[config.mk]
export PLATFORM = sky130hd
export DESIGN_NAME = mem_port_arbiter
export DESIGN_NICKNAME = d
export VERILOG_FILES = /design/src/rtl/mem_port_arbiter.sv
export SDC_FILE = /design/constraint.sdc
export NUM_CORES = 1
export LEC_CHECK = 0
export CAP_MARGIN = 40
export CORE_MARGIN = 2
export CORE_UTILIZATION = 30
export DETAILED_ROUTE_END_ITERATION = 6
export GPL_TIMING_DRIVEN = 1
export PLACE_DENSITY = 0.73
export SETUP_SLACK_MARGIN = 0.02
export SLEW_MARGIN = 25
export SYNTH_ARGS = -nofsm -noshare
export SYNTH_HDL_FRONTEND = slang
export SYNTH_SLANG_ARGS = --single-unit
[constraint.sdc]
create_clock -name clk -period 3.6 [get_ports clk]
set_input_delay 0.36 -clock clk [delete_from_list [all_inputs] [get_ports clk]]
set_output_delay 0.36 -clock clk [all_outputs]
set_load 0.01 [all_outputs]
[src/rtl/mem_port_arbiter.sv]
// -----------------------------------------------------------------------------
// mem_port_arbiter
//
// Shares the single memory_unit request port between the two issue lanes of
// the superscalar core. Lane 0 holds the older instruction of an issue group,
// so when both lanes ask in the same cycle lane 0 goes first. Lane 1 is then
// guaranteed the very next slot before lane 0 may be granted again. The granted
// packet is registered toward memory_unit. The writeback that returns one
// cycle after each memory handshake is steered back to the lane that owned
// that packet.
//
// Packet layout (MSB first): {addr, value, reg, is_load, is_mem_write, is_write}
//
// Ports:
//   clk, rst_n                     clock, asynchronous active-low reset
//   req_valid_x / req_pkt_x        lane x request (held until accepted)
//   req_ready_x                    lane x accept
//   mem_req_valid / mem_req_pkt    registered request toward memory_unit
//   mem_ready                      memory_unit takes the request this cycle
//   mem_wb_valid/_reg/_data        writeback from memory_unit
//   wb_valid_0 / wb_valid_1        writeback ownership, combinational
//   wb_reg / wb_data               writeback register and data, passed through
//   wb_err                         sticky: a writeback arrived with no live tag
// -----------------------------------------------------------------------------
module mem_port_arbiter #(
    parameter int AW    = 5,
    parameter int DW    = 16,
    parameter int RW    = 3,
    parameter int PKT_W = AW + DW + RW + 3
) (
    input  logic             clk,
    input  logic             rst_n,
    input  logic             req_valid_0,
    input  logic [PKT_W-1:0] req_pkt_0,
    output logic             req_ready_0,
    input  logic             req_valid_1,
    input  logic [PKT_W-1:0] req_pkt_1,
    output logic             req_ready_1,
    output logic             mem_req_valid,
    output logic [PKT_W-1:0] mem_req_pkt,
    input  logic             mem_ready,
    input  logic             mem_wb_valid,
    input  logic [RW-1:0]    mem_wb_reg,
    input  logic [DW-1:0]    mem_wb_data,
    output logic             wb_valid_0,
    output logic             wb_valid_1,
    output logic [RW-1:0]    wb_reg,
    output logic [DW-1:0]    wb_data,
    output logic             wb_err
);

    // is_write is the least significant packet field
    localparam int IS_WRITE_BIT = 0;

    // ST_L1_PEND: lane 0 of a two-request group was granted and lane 1 is owed
    // the next slot.
    typedef enum logic [0:0] {
        ST_OPEN    = 1'b0,
        ST_L1_PEND = 1'b1
    } state_t;

    state_t             state_r;
    state_t             state_nxt_s;
    logic               mem_req_valid_r;
    logic [PKT_W-1:0]   mem_req_pkt_r;
    logic               out_lane_r;      // lane that owns the packet in the output register
    logic               tag_v_r;
    logic               tag_lane_r;
    logic               wb_err_r;
    logic               out_free_s;
    logic               ready_0_s;
    logic               ready_1_s;
    logic               accept_0_s;
    logic               accept_1_s;
    logic               mem_hs_s;

    // The output register can take a new packet when it is empty or draining.
    assign out_free_s = !mem_req_valid_r | mem_ready;
    assign mem_hs_s   = mem_req_valid_r & mem_ready;

    // Ready generation and next-state selection for the lane ordering FSM.
    always_comb begin
        ready_0_s   = 1'b0;
        ready_1_s   = 1'b0;
        state_nxt_s = state_r;
        case (state_r)
            ST_OPEN: begin
                ready_0_s = out_free_s;
                // Lane 1 must wait behind an older lane 0 request.
                ready_1_s = out_free_s & !req_valid_0;
                if (out_free_s & req_valid_0 & req_valid_1) begin
                    state_nxt_s = ST_L1_PEND;
                end else begin
                    state_nxt_s = ST_OPEN;
                end
            end
            ST_L1_PEND: begin
                ready_0_s = 1'b0;
                ready_1_s = out_free_s;
                // If lane 1 drops valid here, the owed slot is kept for it.
                if (out_free_s & req_valid_1) begin
                    state_nxt_s = ST_OPEN;
                end else begin
                    state_nxt_s = ST_L1_PEND;
                end
            end
            default: begin
                ready_0_s   = 1'b0;
                ready_1_s   = 1'b0;
                state_nxt_s = ST_OPEN;
            end
        endcase
    end

    assign accept_0_s  = req_valid_0 & ready_0_s;
    assign accept_1_s  = req_valid_1 & ready_1_s;
    assign req_ready_0 = ready_0_s;
    assign req_ready_1 = ready_1_s;

    // FSM state register.
    always_ff @(posedge clk or negedge rst_n) begin
        if (!rst_n) begin
            state_r <= ST_OPEN;
        end else begin
            state_r <= state_nxt_s;
        end
    end

    // Output register toward memory_unit. It is replaced on accept, emptied
    // when free with no accept, and held during a stall.
    always_ff @(posedge clk or negedge rst_n) begin
        if (!rst_n) begin
            mem_req_valid_r <= 1'b0;
            mem_req_pkt_r   <= {PKT_W{1'b0}};
            out_lane_r      <= 1'b0;
        end else if (accept_0_s) begin
            mem_req_valid_r <= 1'b1;
            mem_req_pkt_r   <= req_pkt_0;
            out_lane_r      <= 1'b0;
        end else if (accept_1_s) begin
            mem_req_valid_r <= 1'b1;
            mem_req_pkt_r   <= req_pkt_1;
            out_lane_r      <= 1'b1;
        end else if (out_free_s) begin
            mem_req_valid_r <= 1'b0;
        end else begin
            mem_req_valid_r <= mem_req_valid_r;
        end
    end

    assign mem_req_valid = mem_req_valid_r;
    assign mem_req_pkt   = mem_req_pkt_r;

    // Tag for the writeback expected next cycle. It is live only after a
    // handshake of a packet with is_write set.
    always_ff @(posedge clk or negedge rst_n) begin
        if (!rst_n) begin
            tag_v_r    <= 1'b0;
            tag_lane_r <= 1'b0;
        end else if (mem_hs_s) begin
            tag_v_r    <= mem_req_pkt_r[IS_WRITE_BIT];
            tag_lane_r <= out_lane_r;
        end else begin
            tag_v_r    <= 1'b0;
        end
    end

    // Sticky flag for a writeback with no live tag. Only reset clears it.
    always_ff @(posedge clk or negedge rst_n) begin
        if (!rst_n) begin
            wb_err_r <= 1'b0;
        end else if (mem_wb_valid & !tag_v_r) begin
            wb_err_r <= 1'b1;
        end else begin
            wb_err_r <= wb_err_r;
        end
    end

    // Steering uses the tag registered at the previous handshake, so a capture
    // at this edge does not affect the writeback of this cycle.
    assign wb_valid_0 = mem_wb_valid & tag_v_r & !tag_lane_r;
    assign wb_valid_1 = mem_wb_valid & tag_v_r & tag_lane_r;
    assign wb_reg     = mem_wb_reg;
    assign wb_data    = mem_wb_data;
    assign wb_err     = wb_err_r;

endmodule
# ---- Word-level counts from Yosys, hierarchy flattened
# Cells that the tools add are included.
# W data, S select, Z words.
dict set report classes {
  bitwise_logic 13
  n_mux 13
  reduce_logical 6
}
# cell count
set ops {}
lappend ops {{$mux W27} 2}
lappend ops {{$and A1 B1 Y1} 11}
lappend ops {{$mux W1} 8}
lappend ops {{$pmux W1 S2} 3}
lappend ops {{$logic_not A1 Y1} 4}
lappend ops {{$reduce_bool A3 Y1} 1}
lappend ops {{$reduce_bool A2 Y1} 1}
lappend ops {{$not A1 Y1} 1}
lappend ops {{$or A1 B1 Y1} 1}
dict set report word_totals {
  output_inout_bits 52
  in_bits 79
  elab_cells 39
  register_bits 33
}

# ---- Longest topological paths before layout
dict set report logic_depth {
  word_depth 7
  ltp_mapped 5
  ltp_nobuf 3
}

# ---- Worst setup path before layout
# Ideal clock, no wire load.
dict set report synth_timing {
  path_type {reg2out}
  from {register mem_req_valid_r (netlist: mem_req_valid)}
  to {output req_ready_1}
  path_stages_with_launch 4
  path_buffers 1
  t_arrival_ps 956
  slack_ps 2284
  required_ps 3240
  path_cell_list {dfrtp_1 > nor2b_4 > buf_2 > nor2_1}
}
dict set report synth_between {
  elab_chain_len 4
}
# element line_no
set synth_rtl {}
lappend synth_rtl {{start: declaration} 64} ;# logic mem_req_valid_r;
lappend synth_rtl {{start signal: assignment} 147} ;# mem_req_valid_r <= mem_req_valid_r;
lappend synth_rtl {{$logic_not A1 Y1 (*)} 78} ;# assign out_free_s = !mem_req_valid_r | mem_ready;
lappend synth_rtl {{$or A1 B1 Y1 (*)} 78}
lappend synth_rtl {{$and A1 B1 Y1} 90} ;# ready_1_s = out_free_s & !req_valid_0;
lappend synth_rtl {{$pmux W1 S2 (*)} 86} ;# case (state_r)
lappend synth_rtl {{end: declaration} 38} ;# output logic req_ready_1,
# Mark *: on every way between the ends. The rest lies on a longest branch, timed or not.

# ---- Worst setup path in the final report
dict set report layout_timing {
  from {input mem_ready}
  to {output req_ready_1}
}
dict set report layout_between {
  elab_chain_len 3
}
# element line_no
set layout_rtl {}
lappend layout_rtl {{start: declaration} 41} ;# input logic mem_ready,
lappend layout_rtl {{$or A1 B1 Y1 (*)} 78}
lappend layout_rtl {{$and A1 B1 Y1} 90}
lappend layout_rtl {{$pmux W1 S2 (*)} 86}
# Marked as above.

==> results.cfg <==
[placement]
placed_cells = 276
dpl_worst_slack_ns = 1.16
portBuffers = 92
dp_hpwl_mm = 2.98
gp_congestion = 0.687

[critical_path]
reg2reg_slack_ns = 1.86
critical_path.max_fanout = 33
worstSetupStartpoint = mem_ready
reg2reg_from = mem_req_valid
end_kind = primary output
worstSetupPathType = in2out
reg2reg_to = mem_req_pkt[3]
cp.arrival_ns = 2.07
critical_path_required_ns = 3.24
endpoint = req_ready_1
critPathLaunchType = input port
r2r_cells = 3

[clock_network]
postCtsSetupBuffers = 0
cts_root_buf = clkbuf_8
cts_hold_buf = 0
cts_max_path_buffers = 2
tritoncts = yes
htreeDepth = 2
cts_buffers = 5
path_clk_slew_ns = 0.07
worstSkewPairLatency_ns = 0.28
cts_resized = 0
clock-sinks = 33

[sta]
skew_ns = 0.00614
tightest_slew_ns = 0.677
hold_violations = 0
layout_min_cycle_time_ns = 2.43
fin_setup_tns_ns = 0
max_freq_mhz = 411
setup_viol = 0
min_period_over_period_pct = 67.6
rsz0062_at_grt = no
fin_ws_ns = 1.17
maxSlewHeadroom_pct = 54.7
slew_violations = 0

[route]
ant_nets = 0
drc = 0
top_layer_used = met4
wl_mm = 4.37
met3WireLength_um = 412
viasPerCell = 4.86
wl_met1_mm = 1.95
avgRoutedWirePerCell_um = 15.3
dr_wl_met2_mm = 1.98
vias = 1384
firstDrtPassIters = 4
drtIter0Drc = 74

[synth]
syn-mean-instance-area_sq_um = 12.1
synth_most_common_cell = dfrtp_1
synth_edf_count = 0
netlist_area_sq_um = 1700
synth-seq-area-share_pct = 48.6
syn_nets = 220
synth_seq_cells = 33
yosys-top-cells-area = dfrtp_1, o221a_1, or3_1
synth_warnings = 0
synth_common_cells = dfrtp_1, or3_1, o221a_1
synthFlopType = dfrtp_1
synth_top_area_share_pct = 48.6
synth_cell_types = 26
syn_inst = 141
yosysTopAreaCell = dfrtp_1
async_flop_share_pct = 100

[floorplan]
die-area_sq_um = 6290
ioPinCount = 131
die_x_um = 79.3
rows = 27
initial_core_util_pct = 30.9
die_h_um = 79.3
core_area_sq_um = 5510

[grt]
grtUsageTotal_pct = 14.3
antenna_found_initial = 0
grt_pass1_wl_mm = 6.84
overflow = 0
grt_pass1_vias = 1356
grt_max_degree = 34

[layout]
stdcell_count = 285
layout.nets = 291
drive_above_1_share_pct = 10.3
area_growth_pct = 53.2
n_fill_cell = 508
antennaDiodeCount = 0

[outcome]
outcome = completed

[power_and_ir_drop]
p_leak_uw = 0.000976
ir_drop_mv = 0.165
cellPowerDensity_nw_per_um2 = 458

[flow_run]
maxCapViolCount = 0

[min_path]
hold_path.class = in2async
[per-stage QoR]
step	area [sq um]	util [%]	total power, uW	hold slack, ns
6_report	2610	47.3	1190	0.00228
5_1_grt	2610	47.3	1270	0.0123
4_1_cts	2580	46.8	1210	0.172
3_5_place_dp	2480	45.0	895	0.443
3_3_place_gp	2480	45.0	890	0.445
2_1_floorplan	1700	-	686	0.0644
[metal layers]
layer | vias to the layer above | GRT usage (%)
li1 | 659 | -
met1 | 643 | 18.6
met2 | 78 | 21.8
met3 | 4 | 5.80
met4 | 0 | 4.31
met5 | - | 0
[cell type report]
| type | count | area, sq um | share of cell area (%) |
|---|---|---|---|
| timing repair buffer | 93 | 943 | 36.2 |
| sequential | 33 | 826 | 31.7 |
| multi-input combinational | 77 | 637 | 24.4 |
| clock buffer | 7 | 96.3 | 3.70 |
| tap | 72 | 90.1 | 3.46 |
| inverter | 2 | 7.51 | 0.288 |
| clock inverter | 1 | 5.00 | 0.192 |
[critical path, stage by stage]
cell and delay [ns]:
clkdlybuf4s50_1 0.49, nor2b_4 0.57, nor2_1 0.14, clkdlybuf4s50_1 0.51
[kinds of logic after synthesis]
family	Yosys count	synth area share (%)
flops	33	48.6
compound gates	35	20.8
buf+inv	31	14.0
mux	1	0.662
simple gates	41	16.0
[registers in the layout, summed over array words and instances (netlist names)]
| name | count |
|---|---|
| state_r | 1 |
| mem_req_valid | 1 |
| mem_req_pkt | 27 |
| wb_err | 1 |
| out_lane_r | 1 |
| tag_v_r | 1 |
| tag_lane_r | 1 |
[worst min-delay path by stage]
stage / from / endpoint / cells past startpoint
after global placement: wb_err / wb_err / 1
after detailed placement: wb_err / wb_err / 1
after global routing: rst_n / mem_req_pkt[25] / 1
after CTS: rst_n / mem_req_pkt[24] / 1
after floorplan: rst_n / mem_req_pkt[0] / 0
final: rst_n / state_r / 1
[cell usage in the layout (no fill, tap or decap), drive strengths merged, types with 2 or more instances in the layout]
cell type      instances
o221a                 26
nand2                  3
a21oi                  4
and3                   2
buf                    2
o21ai                  3
nor2                   3
inv                    2
or3                   26
dfrtp                 33
clkbuf                 7
clkdlybuf4s50         91
nand2b                 2
[where the power goes]
part           switching [uW]  internal (uW)
sequential               44.8            446
clock                     130            173
combinational             149            250
Note: power is estimated with default switching activity, not from simulation.
==> patch 1, RTL diff (same flow settings) <==
`RW`: 3 -> 2.
--- a/src/rtl/mem_port_arbiter.sv
+++ b/src/rtl/mem_port_arbiter.sv
@@ -25,7 +25,7 @@
 module mem_port_arbiter #(
     parameter int AW    = 5,
     parameter int DW    = 16,
-    parameter int RW    = 3,
+    parameter int RW    = 2,
     parameter int PKT_W = AW + DW + RW + 3
 ) (
     input  logic             clk,
Ports: changed (5 resized); port bits go from 131 to 126. The function was not compared with the original's and may differ.
==> patch 1 against the original RTL <==
  * Total power decreased by 4.2%
  * Design area shrank 3.0%
  * Count of clock-buffer cells in the layout down 1
  * Routed wire length down 0.82%
  * Sequential share of layout area about the same
  * Area after synthesis decreased by 2.9%
  * Global-route usage is 0.11 points higher
  * Sequential cell count shrank 1
  * Setup slack got worse by 22 ps
  * Largest cell class unchanged
==> patch 1: results (changes against the original RTL) <==
Seq/Total Area, Yosys 0.485 (-0.000803); Static Leak 0.000954 uW (-2.3%); first-pass GRT wire length 6.89 mm (+0.72%); fraction of registers with async set or reset after synthesis 1.00 (unchanged); Clk Tree Root Cell clkbuf_8; multiplexer share of the synthesized area 0 (-0.00662); largest net degree at the start of global routing 34 (unchanged); TritonCTS Buffers 5 (unchanged); layout cells sized above 1 0.0900 (-0.0132); hold slack 8.43 ps (+6.15 ps); DR iter-0 viols 43 (-42%); DR vias 1381 (-0.22%); Cells after DPL 274 (-0.72%); Mapped Nets 217 (-1.4%); Peak supply drop 0.000158 V (-4.1%); Routed wire per std cell 15.3 um (-0.12%); relative slew slack 0.525 (-0.0227); Yosys cell types 26 (unchanged); mean post-synth cell area 11.7 um^2 (-2.9%); vias in the first global route 1460 (+7.7%); commonest cells in the netlist dfrtp_1, or3_1, o221a_1, buf_4; filler cell count 511 (+0.59%); nets 286 (-1.7%); Synth Area in Compound Gates 0.210 (+0.00161); RR Endpoint mem_req_pkt[6]$_DFFE_PN0P_; Area contributors post-synth dfrtp_1, o221a_1, buf_4; GRT Overall Usage 0.144 (+0.00105); max reg flops 26 (-3.7%); IO buf count 89 (-3.3%); vias per std cell 4.88 (+0.49%); status completed; worst r2r src state_r$_DFF_PN0_; WP data arrival 2090 ps (+20 ps); routability cong. 0.666 (-3.0%); Final HPWL DP 3.00 mm (+0.70%); Fin Clk Skew 2.92 ps (-3.22 ps)
[patch 1: cell families after synthesis]
group / after synthesis
compound gates: 36
simple gates: 42
flops: 32
buf+inv: 31
[patch 1: final cells by class]
type                            count  area share
Clock inverter                      2     0.00396
Clock buffer                        6      0.0327
Sequential cell                    32       0.317
Tap cell                           72      0.0357
Inverter                            3     0.00446
Multi-Input combinational cell     78       0.245
Timing Repair Buffer               90       0.362
[patch 1: worst max path at each step]
stage,start,to,slack (ps)
floorplan,mem_req_valid$_DFFE_PN0P_,req_ready_1,2280
global placement,mem_ready,req_ready_1,1170
detailed placement,mem_ready,req_ready_1,1130
CTS,mem_ready,req_ready_1,1130
global route,mem_ready,req_ready_1,1000
finish,mem_ready,req_ready_1,1150
[patch 1: power breakdown]
| part | total, uW | internal, uW | switching [uW] |
|---|---|---|---|
| registers | 473 | 431 | 42.5 |
| logic | 385 | 239 | 146 |
| clock network | 285 | 152 | 133 |
| total | 1140 | 822 | 321 |
[patch 1: per-layer routing]
layer / track usage / routed length [um] / vias to the layer above
li1: - / - / 652
met1: 0.172 / 1880 / 670
met2: 0.253 / 2170 / 55
met3: 0.0322 / 232 / 4
met4: 0.0544 / 48 / 0
met5: 0 / 0 / -
[patch 1: through the flow]
stage,setup slack (ps),cell area (um^2),util,total power (uW)
after floorplan,2280,1650,-,662
after global placement,1170,2410,0.445,858
after detailed placement,1130,2410,0.445,865
after CTS,1130,2500,0.462,1160
after global routing,1000,2530,0.467,1210
final,1150,2530,0.467,1140
==> patch 2, RTL diff (config.mk and constraints unchanged) <==
Without the edit above. Put one more register stage on the output `wb_err`, with the module's reset. The value now appears one clock later. The other outputs are not delayed to match.
--- a/src/rtl/mem_port_arbiter.sv
+++ b/src/rtl/mem_port_arbiter.sv
@@ -182,6 +182,12 @@
     assign wb_valid_1 = mem_wb_valid & tag_v_r & tag_lane_r;
     assign wb_reg     = mem_wb_reg;
     assign wb_data    = mem_wb_data;
-    assign wb_err     = wb_err_r;
+    always_ff @(posedge clk or negedge rst_n) begin
+        if (!rst_n) begin
+            wb_err <= '0;
+        end else begin
+            wb_err <= wb_err_r;
+        end
+    end
 
 endmodule
Check against the original RTL: not equivalent (Yosys sat finds a counterexample within 4 cycles, from zero or initial values and one cycle with rst_n low).
==> patch 2 against the original RTL <==
  * Design area is 0.82% higher
  * Count of clock-buffer cells in the layout is 1 lower
  * Die area is 1.4% higher
  * Total power is 0.37% lower
  * Area after synthesis is 1.5% higher
  * Sequential cell count is 1 higher
  * Sequential power is 2% higher
  * Via count is 3.7% higher
  * Routed wire length is 1.8% lower
  * Setup slack better by 22 ps
  * First-iteration DRC count is 42% lower
  * Critical path type unchanged
  * Largest cell class unchanged
  * Largest power group unchanged
  * Highest routed layer unchanged
==> patch 2: results (changes against the original RTL) <==
Seq/Total Area, Yosys 0.493 (+0.00746); Static Leak 0.000979 uW (+0.27%); Post-Route M1 WL 1.84 mm (-5.5%); met2 Usage GRT 0.224 (+0.00657); DR WL met3 349 um (-15%); Routed wire per std cell 14.9 um (-2.5%); routability cong. 0.714 (+4.0%); Least-Margin Pin Slew 731 ps (+53.1 ps); status completed; Synth Area in Compound Gates 0.205 (-0.00302); met2 routed WL 2.01 mm (+1.5%); GRT Overall Usage 0.138 (-0.00485); Final HPWL DP 3.00 mm (+0.76%); commonest cells in the netlist dfrtp_1, or3_1, o221a_1, buf_4; worst r2r src state_r$_DFF_PN0_; layout cells sized above 1 0.102 (-0.000961); WP data arrival 2050 ps (-20 ps); Fin Clk Skew 7.34 ps (+1.20 ps); Peak supply drop 0.000163 V (-1.6%); mean post-synth cell area 12.2 um^2 (+0.76%); Mapped Nets 221 (+0.45%); setup slack, reg-to-reg 1840 ps (-20 ps); multiplexer share of the synthesized area 0.00653 (-0.0000960); met3 Usage GRT 0.0283 (-0.0297); DR iter-0 viols 43 (-42%); Cells after DPL 277 (+0.36%); Clock group 290 uW (-4%); NetSw 328 uW (+1.2%); Area contributors post-synth dfrtp_1, o221a_1, or3_1; RR Endpoint mem_req_pkt[10]$_DFFE_PN0P_; hold crit path type register to register; combinational cell power 398 uW (about the same); GR Util met1 0.172 (-0.0137)
==> patch 2: changes by cell type after synthesis <==
cell / unedited run / this run
dfrtp_1: 33 / 34
==> patch 2: timing repair <==
item | CTS | global route
endpoints found under the setup margin | 0 | 0
hold buffers | 0 | 1
endpoints found under the hold margin | 0 | 4
==> patch 2: metrics by stage <==
step | cell area, um^2 | hold WS, ps | power [uW] | setup WS, ps
after CTS | 2600 | 161 | 1200 | 1150
after floorplan | 1730 | 64.4 | 697 | 2280
after global placement | 2500 | 361 | 898 | 1200
final | 2630 | 393 | 1190 | 1190
after global routing | 2630 | 426 | 1260 | 1040
after detailed placement | 2500 | 381 | 907 | 1140
==> patch 2: area by class of cell <==
cell class	count	area [um^2]
clock inverter	2	12.5
multi-input combinational	77	637
tap	72	90.1
timing repair buffer	94	946
fill	527	2910
inverter	2	7.51
clock buffer	6	82.6
sequential	34	851
